===== src/rtl/instr_retire_monitor_if.sv =====
// Observation bus between the TCES330 control unit and the retire monitor,
// plus the record drain port used by a debug reader or testbench.
interface instr_retire_monitor_if #(
  parameter int unsigned CNT_W = 16
);
  logic             PC_clr;
  logic             IR_ld;
  logic             PC_up;
  logic             D_wr;
  logic             RF_s;
  logic             RF_W_en;
  logic [7:0]       D_addr;
  logic [3:0]       RF_W_addr;
  logic [3:0]       RF_Ra_addr;
  logic [3:0]       RF_Rb_addr;
  logic [2:0]       Alu_s0;
  logic             Rec_rd;
  logic             Rec_valid;
  logic [15:0]      Rec_data;
  logic [CNT_W-1:0] Retire_count;
  logic             Halted;
  logic             Proto_err;
  logic             Overflow;

  // Control-unit / reader side
  modport master (
    output PC_clr, IR_ld, PC_up, D_wr, RF_s, RF_W_en,
    output D_addr, RF_W_addr, RF_Ra_addr, RF_Rb_addr, Alu_s0,
    output Rec_rd,
    input  Rec_valid, Rec_data, Retire_count, Halted, Proto_err, Overflow
  );

  // Monitor side
  modport slave (
    input  PC_clr, IR_ld, PC_up, D_wr, RF_s, RF_W_en,
    input  D_addr, RF_W_addr, RF_Ra_addr, RF_Rb_addr, Alu_s0,
    input  Rec_rd,
    output Rec_valid, Rec_data, Retire_count, Halted, Proto_err, Overflow
  );
endinterface


===== src/rtl/instr_retire_monitor.sv =====
// Passive retire monitor: follows the control-unit strobe sequence, rebuilds each
// retired instruction's 16-bit IR word and queues it in a small drainable FIFO.
module instr_retire_monitor #(
  parameter int unsigned DEPTH = 4,
  parameter int unsigned CNT_W = 16
) (
  input  logic                 Clk,
  input  logic                 ResetN,
  instr_retire_monitor_if.slave bus
);

  localparam int unsigned PTR_W = $clog2(DEPTH);
  localparam int unsigned OCC_W = $clog2(DEPTH + 1);

  typedef enum logic [2:0] {
    S_IDLE   = 3'd0,
    S_DEC    = 3'd1,
    S_EXE    = 3'd2,
    S_Z1     = 3'd3,
    S_HALTED = 3'd4,
    S_ERR    = 3'd5
  } state_t;

  state_t           r_state;
  logic [15:0]      r_mem [DEPTH];
  logic [PTR_W-1:0] r_rd_ptr;
  logic [PTR_W-1:0] r_wr_ptr;
  logic [OCC_W-1:0] r_occ;
  logic             r_rec_valid;
  logic [15:0]      r_rec_data;
  logic [CNT_W-1:0] r_count;
  logic             r_halted;
  logic             r_proto_err;
  logic             r_overflow;

  logic             w_act;
  logic             w_zero;
  logic             w_fetch;
  logic             w_alu_pat;
  state_t           w_next;
  logic             w_retire;
  logic [15:0]      w_word;
  logic             w_full;
  logic             w_pop;
  logic             w_push;
  logic [OCC_W-1:0] w_occ_next;
  logic [PTR_W-1:0] w_rd_ptr_next;
  logic [15:0]      w_head_next;

  // Strobe classification of the current cycle
  always_comb begin
    w_act     = bus.PC_clr | bus.IR_ld | bus.PC_up | bus.D_wr | bus.RF_s | bus.RF_W_en;
    w_zero    = ~w_act;
    w_fetch   = bus.IR_ld & bus.PC_up & ~bus.PC_clr & ~bus.D_wr & ~bus.RF_s & ~bus.RF_W_en;
    w_alu_pat = bus.RF_W_en & ~bus.RF_s & ~bus.D_wr;
  end

  // Sequence tracking and IR word reconstruction
  always_comb begin
    w_next   = r_state;
    w_retire = 1'b0;
    w_word   = '0;
    case (r_state)
      S_IDLE: begin
        if (bus.PC_clr || w_zero) w_next = S_IDLE;
        else if (w_fetch)         w_next = S_DEC;
        else                      w_next = S_ERR;
      end
      S_DEC: begin
        w_next = w_zero ? S_EXE : S_ERR;
      end
      S_EXE: begin
        if (bus.D_wr && !bus.RF_W_en && !bus.RF_s) begin
          w_retire = 1'b1;
          w_word   = {4'h1, bus.RF_Ra_addr, bus.D_addr};
          w_next   = S_IDLE;
        end else if (w_alu_pat && bus.Alu_s0 == 3'd1) begin
          w_retire = 1'b1;
          w_word   = {4'h3, bus.RF_Ra_addr, bus.RF_Rb_addr, bus.RF_W_addr};
          w_next   = S_IDLE;
        end else if (w_alu_pat && bus.Alu_s0 == 3'd2) begin
          w_retire = 1'b1;
          w_word   = {4'h4, bus.RF_Ra_addr, bus.RF_Rb_addr, bus.RF_W_addr};
          w_next   = S_IDLE;
        end else if (w_zero) begin
          w_next = S_Z1;
        end else begin
          w_next = S_ERR;
        end
      end
      S_Z1: begin
        // A fetch here means the previous instruction was a Noop
        if (w_fetch) begin
          w_retire = 1'b1;
          w_word   = 16'h0000;
          w_next   = S_DEC;
        end else if (bus.RF_s && bus.RF_W_en && !bus.D_wr) begin
          w_retire = 1'b1;
          w_word   = {4'h2, bus.D_addr, bus.RF_W_addr};
          w_next   = S_IDLE;
        end else if (w_zero) begin
          w_retire = 1'b1;
          w_word   = 16'h5000;
          w_next   = S_HALTED;
        end else if (bus.PC_clr) begin
          w_next = S_IDLE;
        end else begin
          w_next = S_ERR;
        end
      end
      S_HALTED: begin
        if (w_zero)          w_next = S_HALTED;
        else if (bus.PC_clr) w_next = S_IDLE;
        else                 w_next = S_ERR;
      end
      S_ERR: begin
        w_next = bus.PC_clr ? S_IDLE : S_ERR;
      end
      default: w_next = S_IDLE;
    endcase
  end

  // FIFO bookkeeping; a pop on a full FIFO frees the slot for a same-cycle push
  always_comb begin
    w_full        = (r_occ == OCC_W'(DEPTH));
    w_pop         = bus.Rec_rd && (r_occ != '0);
    w_push        = w_retire && (!w_full || w_pop);
    w_occ_next    = r_occ + OCC_W'(w_push) - OCC_W'(w_pop);
    w_rd_ptr_next = r_rd_ptr + PTR_W'(w_pop);
    if (w_occ_next == '0)
      w_head_next = '0;
    else if (r_occ == '0 || (w_pop && r_occ == OCC_W'(1)))
      w_head_next = w_word;
    else
      w_head_next = r_mem[w_rd_ptr_next];
  end

  always_ff @(posedge Clk) begin
    if (!ResetN) begin
      r_state     <= S_IDLE;
      r_rd_ptr    <= '0;
      r_wr_ptr    <= '0;
      r_occ       <= '0;
      r_rec_valid <= 1'b0;
      r_rec_data  <= '0;
      r_count     <= '0;
      r_halted    <= 1'b0;
      r_proto_err <= 1'b0;
      r_overflow  <= 1'b0;
    end else begin
      r_state     <= w_next;
      r_halted    <= (w_next == S_HALTED);
      if (w_next == S_ERR) r_proto_err <= 1'b1;
      if (w_retire) r_count <= r_count + CNT_W'(1);
      if (w_retire && w_full && !w_pop) r_overflow <= 1'b1;
      if (w_push) begin
        r_mem[r_wr_ptr] <= w_word;
        r_wr_ptr        <= r_wr_ptr + PTR_W'(1);
      end
      r_rd_ptr    <= w_rd_ptr_next;
      r_occ       <= w_occ_next;
      r_rec_valid <= (w_occ_next != '0);
      r_rec_data  <= w_head_next;
    end
  end

  assign bus.Rec_valid    = r_rec_valid;
  assign bus.Rec_data     = r_rec_data;
  assign bus.Retire_count = r_count;
  assign bus.Halted       = r_halted;
  assign bus.Proto_err    = r_proto_err;
  assign bus.Overflow     = r_overflow;

endmodule


===== src/flat_wrapper.sv =====
// flat-port wrapper written by rule: the top's interface ports become plain ports
module instr_retire_monitor_flat 
#(
  parameter int unsigned DEPTH = 4,
  parameter int unsigned CNT_W = 16
)
  (Clk, ResetN, bus_PC_clr, bus_IR_ld, bus_PC_up, bus_D_wr, bus_RF_s, bus_RF_W_en, bus_D_addr, bus_RF_W_addr, bus_RF_Ra_addr, bus_RF_Rb_addr, bus_Alu_s0, bus_Rec_rd, bus_Rec_valid, bus_Rec_data, bus_Retire_count, bus_Halted, bus_Proto_err, bus_Overflow);
  instr_retire_monitor_if #(.CNT_W(CNT_W)) bus_i ();
  input  logic Clk;
  input  logic ResetN;
  input wire logic [$bits(bus_i.PC_clr)-1:0] bus_PC_clr;
  input wire logic [$bits(bus_i.IR_ld)-1:0] bus_IR_ld;
  input wire logic [$bits(bus_i.PC_up)-1:0] bus_PC_up;
  input wire logic [$bits(bus_i.D_wr)-1:0] bus_D_wr;
  input wire logic [$bits(bus_i.RF_s)-1:0] bus_RF_s;
  input wire logic [$bits(bus_i.RF_W_en)-1:0] bus_RF_W_en;
  input wire logic [$bits(bus_i.D_addr)-1:0] bus_D_addr;
  input wire logic [$bits(bus_i.RF_W_addr)-1:0] bus_RF_W_addr;
  input wire logic [$bits(bus_i.RF_Ra_addr)-1:0] bus_RF_Ra_addr;
  input wire logic [$bits(bus_i.RF_Rb_addr)-1:0] bus_RF_Rb_addr;
  input wire logic [$bits(bus_i.Alu_s0)-1:0] bus_Alu_s0;
  input wire logic [$bits(bus_i.Rec_rd)-1:0] bus_Rec_rd;
  output wire logic [$bits(bus_i.Rec_valid)-1:0] bus_Rec_valid;
  output wire logic [$bits(bus_i.Rec_data)-1:0] bus_Rec_data;
  output wire logic [$bits(bus_i.Retire_count)-1:0] bus_Retire_count;
  output wire logic [$bits(bus_i.Halted)-1:0] bus_Halted;
  output wire logic [$bits(bus_i.Proto_err)-1:0] bus_Proto_err;
  output wire logic [$bits(bus_i.Overflow)-1:0] bus_Overflow;
  assign bus_i.PC_clr = bus_PC_clr;
  assign bus_i.IR_ld = bus_IR_ld;
  assign bus_i.PC_up = bus_PC_up;
  assign bus_i.D_wr = bus_D_wr;
  assign bus_i.RF_s = bus_RF_s;
  assign bus_i.RF_W_en = bus_RF_W_en;
  assign bus_i.D_addr = bus_D_addr;
  assign bus_i.RF_W_addr = bus_RF_W_addr;
  assign bus_i.RF_Ra_addr = bus_RF_Ra_addr;
  assign bus_i.RF_Rb_addr = bus_RF_Rb_addr;
  assign bus_i.Alu_s0 = bus_Alu_s0;
  assign bus_i.Rec_rd = bus_Rec_rd;
  assign bus_Rec_valid = bus_i.Rec_valid;
  assign bus_Rec_data = bus_i.Rec_data;
  assign bus_Retire_count = bus_i.Retire_count;
  assign bus_Halted = bus_i.Halted;
  assign bus_Proto_err = bus_i.Proto_err;
  assign bus_Overflow = bus_i.Overflow;
  instr_retire_monitor #(.DEPTH(DEPTH), .CNT_W(CNT_W)) u_core (.Clk(Clk), .ResetN(ResetN), .bus(bus_i));
endmodule

===== config.mk =====
export PLATFORM = sky130hd
export DESIGN_NAME = instr_retire_monitor_flat
export DESIGN_NICKNAME = d
export VERILOG_FILES = /design/src/rtl/instr_retire_monitor_if.sv /design/src/rtl/instr_retire_monitor.sv /design/src/flat_wrapper.sv
export SDC_FILE = /design/constraint.sdc
export NUM_CORES = 1
export LEC_CHECK = 0
export ABC_CLOCK_PERIOD_IN_PS = 4400
export CAP_MARGIN = 20
export CORE_MARGIN = 2
export CORE_UTILIZATION = 40
export DETAILED_ROUTE_END_ITERATION = 7
export PLACE_DENSITY = 0.59
export SYNTH_ARGS = -nofsm -noshare
export SYNTH_HDL_FRONTEND = slang
export SYNTH_SLANG_ARGS = --single-unit

===== constraint.sdc =====
create_clock -name Clk -period 4.4 [get_ports Clk]
set_input_delay 0.66 -clock Clk [delete_from_list [all_inputs] [get_ports Clk]]
set_output_delay 0.66 -clock Clk [all_outputs]
set_load 0.02 [all_outputs]

==> flow_summary.toml <==
[die]
dieArea_um2 = 12400
die_h_um = 111
dieWidth_um = 111
initial_core_util = 0.408
io_pins = 68
row_count = 39
fp.coreArea_um2 = 11300

[synth]
synth_cell_types = 58
yosysWarnings = 0
async_reset_ff_frac = 0
syn_area_um2 = 4620
yosys_most_used_dff = "edfxtp_1"
synth_fp_nets = 411
yosysTopAreaCellShare = 0.390
ys_ff_latch = 105
syn_area_per_cell_um2 = 12.5
synth_edf_count = 60
synth_area_leaders = "edfxtp_1 (39%), dfxtp_1 (20%), mux4_2 (7.3%)"
yosys.area.top_type = "edfxtp_1"
synthCells = 370
ys_seq_area_frac = 0.585

[placement]
gp_congestion = 0.818
placed_area_um2 = 5470
dp_cells = 576
dp_hpwl_mm = 7.11
io_buffer_count = 66

[timing]
hold_viol = 0
slew_headroom = 0.541
tightest_slew_ps = 687
period_needed_ps = 3890
skew_ps = 10.2
finalMaxSlewViolations = 0
rsz0062_at_grt = "no"
tns_ps = 0
setup_violations = 0
fmax_mhz = 257
timing.final.crit_share = 0.884

[power_and_ir_drop]
leakagePower_nw = 1.98
ir_drop_v = 0.000242
power_density_nw_per_um2 = 461
finalPower_mw = 2.67

[cells_and_area]
fillerInstances = 1016
layout_commonest_cell = "clkdlybuf4s50_1"
final_cell_mix = "clkdlybuf4s50_1 (66), edfxtp_1 (60), dfxtp_1 (45)"
final_area_um2 = 5780
n_antenna_cell = 0
final_cells = 593
post_route_cells_drive_above_1_share = 0.118
layout.nets = 486
area_growth_pct = 25.1

[worst_setup_path]
crit_slowest_cell = "nor2_1"
cp.required_ps = 4680
r2r-end = "u_core.bus.Rec_data[7]$_SDFF_PP0_"
path_cells = "clkdlybuf4s50_1, xor2_1, a211o_4, o211ai_2, nor2_1, ha_1, inv_1, fa_1, xnor2_1, xnor2_1, o21ai_1, nor2_1, a22o_1"
cpPeakStageDelay_ps = 560
r2r-start = "u_core.r_state[0]$_SDFF_PN0_"
cp.arrival_ps = 4170
crit_path_start_kind = "input pin"
worstPathMaxFanout = 10
reg2reg_depth = 12
reg2reg_setup_slack_ps = 1240
cp-end-kind = "flip-flop"
criticalPathCategory = "input pin to flip-flop"

[clock_tree]
numCtsBuffers = 9
tritoncts = "yes"
clock_latency_ps = 340
holdBufCountCts = 0
cts_resized = 0
numClockSinks = 105
cts_htree_levels = 3
path_clk_slew_ps = 70
clockBufferDepth = 2
cts_post_setup_buffers_inserted = 0
cts-root-buf = "clkbuf_16"

[min_path]
worstHoldStart = "u_core.bus.Overflow$_SDFFE_PN0P_"
hold_path_end = "u_core.bus.Overflow$_SDFFE_PN0P_"
whs_path_depth = 1
hold_class = "flip-flop to flip-flop"

[flow_run]
drv_cap = 0

[grt]
grt_max_degree = 23
grt_antenna_before_repair = 0
grt_overflow = 0
grt_pass1_vias = 3229
grt_util_all_layers = 0.174
grt_pass1_wl_mm = 17.0

[detailed_routing]
post_drt_via_cell_ratio = 5.43
ant_nets = 0
drt_iter0_drc = 154
firstDrtPassIters = 7
drt_wl_total_mm = 10.2
wl_per_cell_um = 17.2
remaining_drc_errors = 0
vias = 3218

[status]
status = "finished clean"
[critical path: cells and delay by family]
| kind | cells | cell delay, ps |
|---|---|---|
| buffers and inverters | 2 | 600 |
| and+or+nand+nor | 2 | 800 |
| xor gates and xnor gates | 3 | 770 |
| AOI/OAI and AO/OA | 4 | 770 |
| adders and majority gates | 2 | 560 |
[kinds of logic after synthesis]
| kind of cell | count (synthesis) | share of synthesized area |
|---|---|---|
| mux | 16 | 0.0753 |
| fa+ha+maj | 9 | 0.0260 |
| xor+xnor | 6 | 0.0114 |
| simple gates | 120 | 0.144 |
| buf+inv | 37 | 0.0352 |
| compound gates | 76 | 0.122 |
| other cells | 1 | 0.000812 |
| flops | 105 | 0.585 |
[layout make-up]
class | instances | area, µm² | area share
clock inverters | 6 | 61.3 | 0.0106
well taps | 143 | 179 | 0.0310
clock buffers | 10 | 239 | 0.0413
repair buffers | 80 | 766 | 0.132
inverters | 21 | 78.8 | 0.0136
multi-input cells | 228 | 1750 | 0.303
flip-flops and latches | 105 | 2700 | 0.468
[cell usage after synthesis, drive strengths merged (9+ instances only)]
master,instances
a21oi,21
a22o,14
clkbuf,9
dfxtp,45
edfxtp,60
inv,21
mux4,15
nand2,23
nand3,18
nor2,21
o21ai,10
[metrics by stage]
stage | hold slack, ps | util | setup slack [ps]
floorplan | 484 | - | 936
CTS | 489 | 0.510 | 501
global route | 504 | 0.511 | 267
finish | 481 | 0.511 | 512
global placement | 453 | 0.483 | 340
detailed placement | 465 | 0.483 | 151
[layer usage]
layer  vias up  share of wire  global-route usage  routed length, µm
met2        80           0.49               0.290               4970
met4         0         0.0064              0.0370                 65
li1       1570              -                   -                  -
met3         5          0.035              0.0348                355
met5         -              0                   0                  0
met1      1563           0.47               0.237               4810
[how the worst max path moves through the flow]
stage / from / endpoint / slack (ps) / cells after the start
6_report: bus_Alu_s0[0] / u_core.bus.Rec_data[7]$_SDFF_PP0_ / 510 / 13
5_1_grt: bus_Alu_s0[0] / u_core.bus.Rec_data[14]$_SDFF_PP0_ / 270 / 13
4_1_cts: bus_Alu_s0[0] / u_core.bus.Rec_data[7]$_SDFF_PP0_ / 500 / 13
3_5_place_dp: bus_Alu_s0[0] / u_core.bus.Rec_data[7]$_SDFF_PP0_ / 150 / 13
3_3_place_gp: bus_Alu_s0[0] / u_core.bus.Rec_data[7]$_SDFF_PP0_ / 340 / 13
2_1_floorplan: bus_RF_s / u_core.bus.Rec_data[14]$_SDFF_PP0_ / 940 / 12
[state kept, by name, indices dropped and copies added, names as in the netlist]
name	count
u_core.bus.Rec_valid	1
u_core.r_wr_ptr	2
u_core.bus.Overflow	1
u_core.bus.Proto_err	1
u_core.r_occ	3
u_core.r_mem	60
u_core.r_rd_ptr	2
u_core.r_state	3
u_core.bus.Retire_count	16
u_core.bus.Rec_data	15
u_core.bus.Halted	1
[where the power goes]
part / switching [mW] / internal, mW
combinational: 0.409 / 0.363
sequential: 0.0282 / 1.09
clock: 0.363 / 0.412
Note: power is estimated with default switching activity, not from simulation.
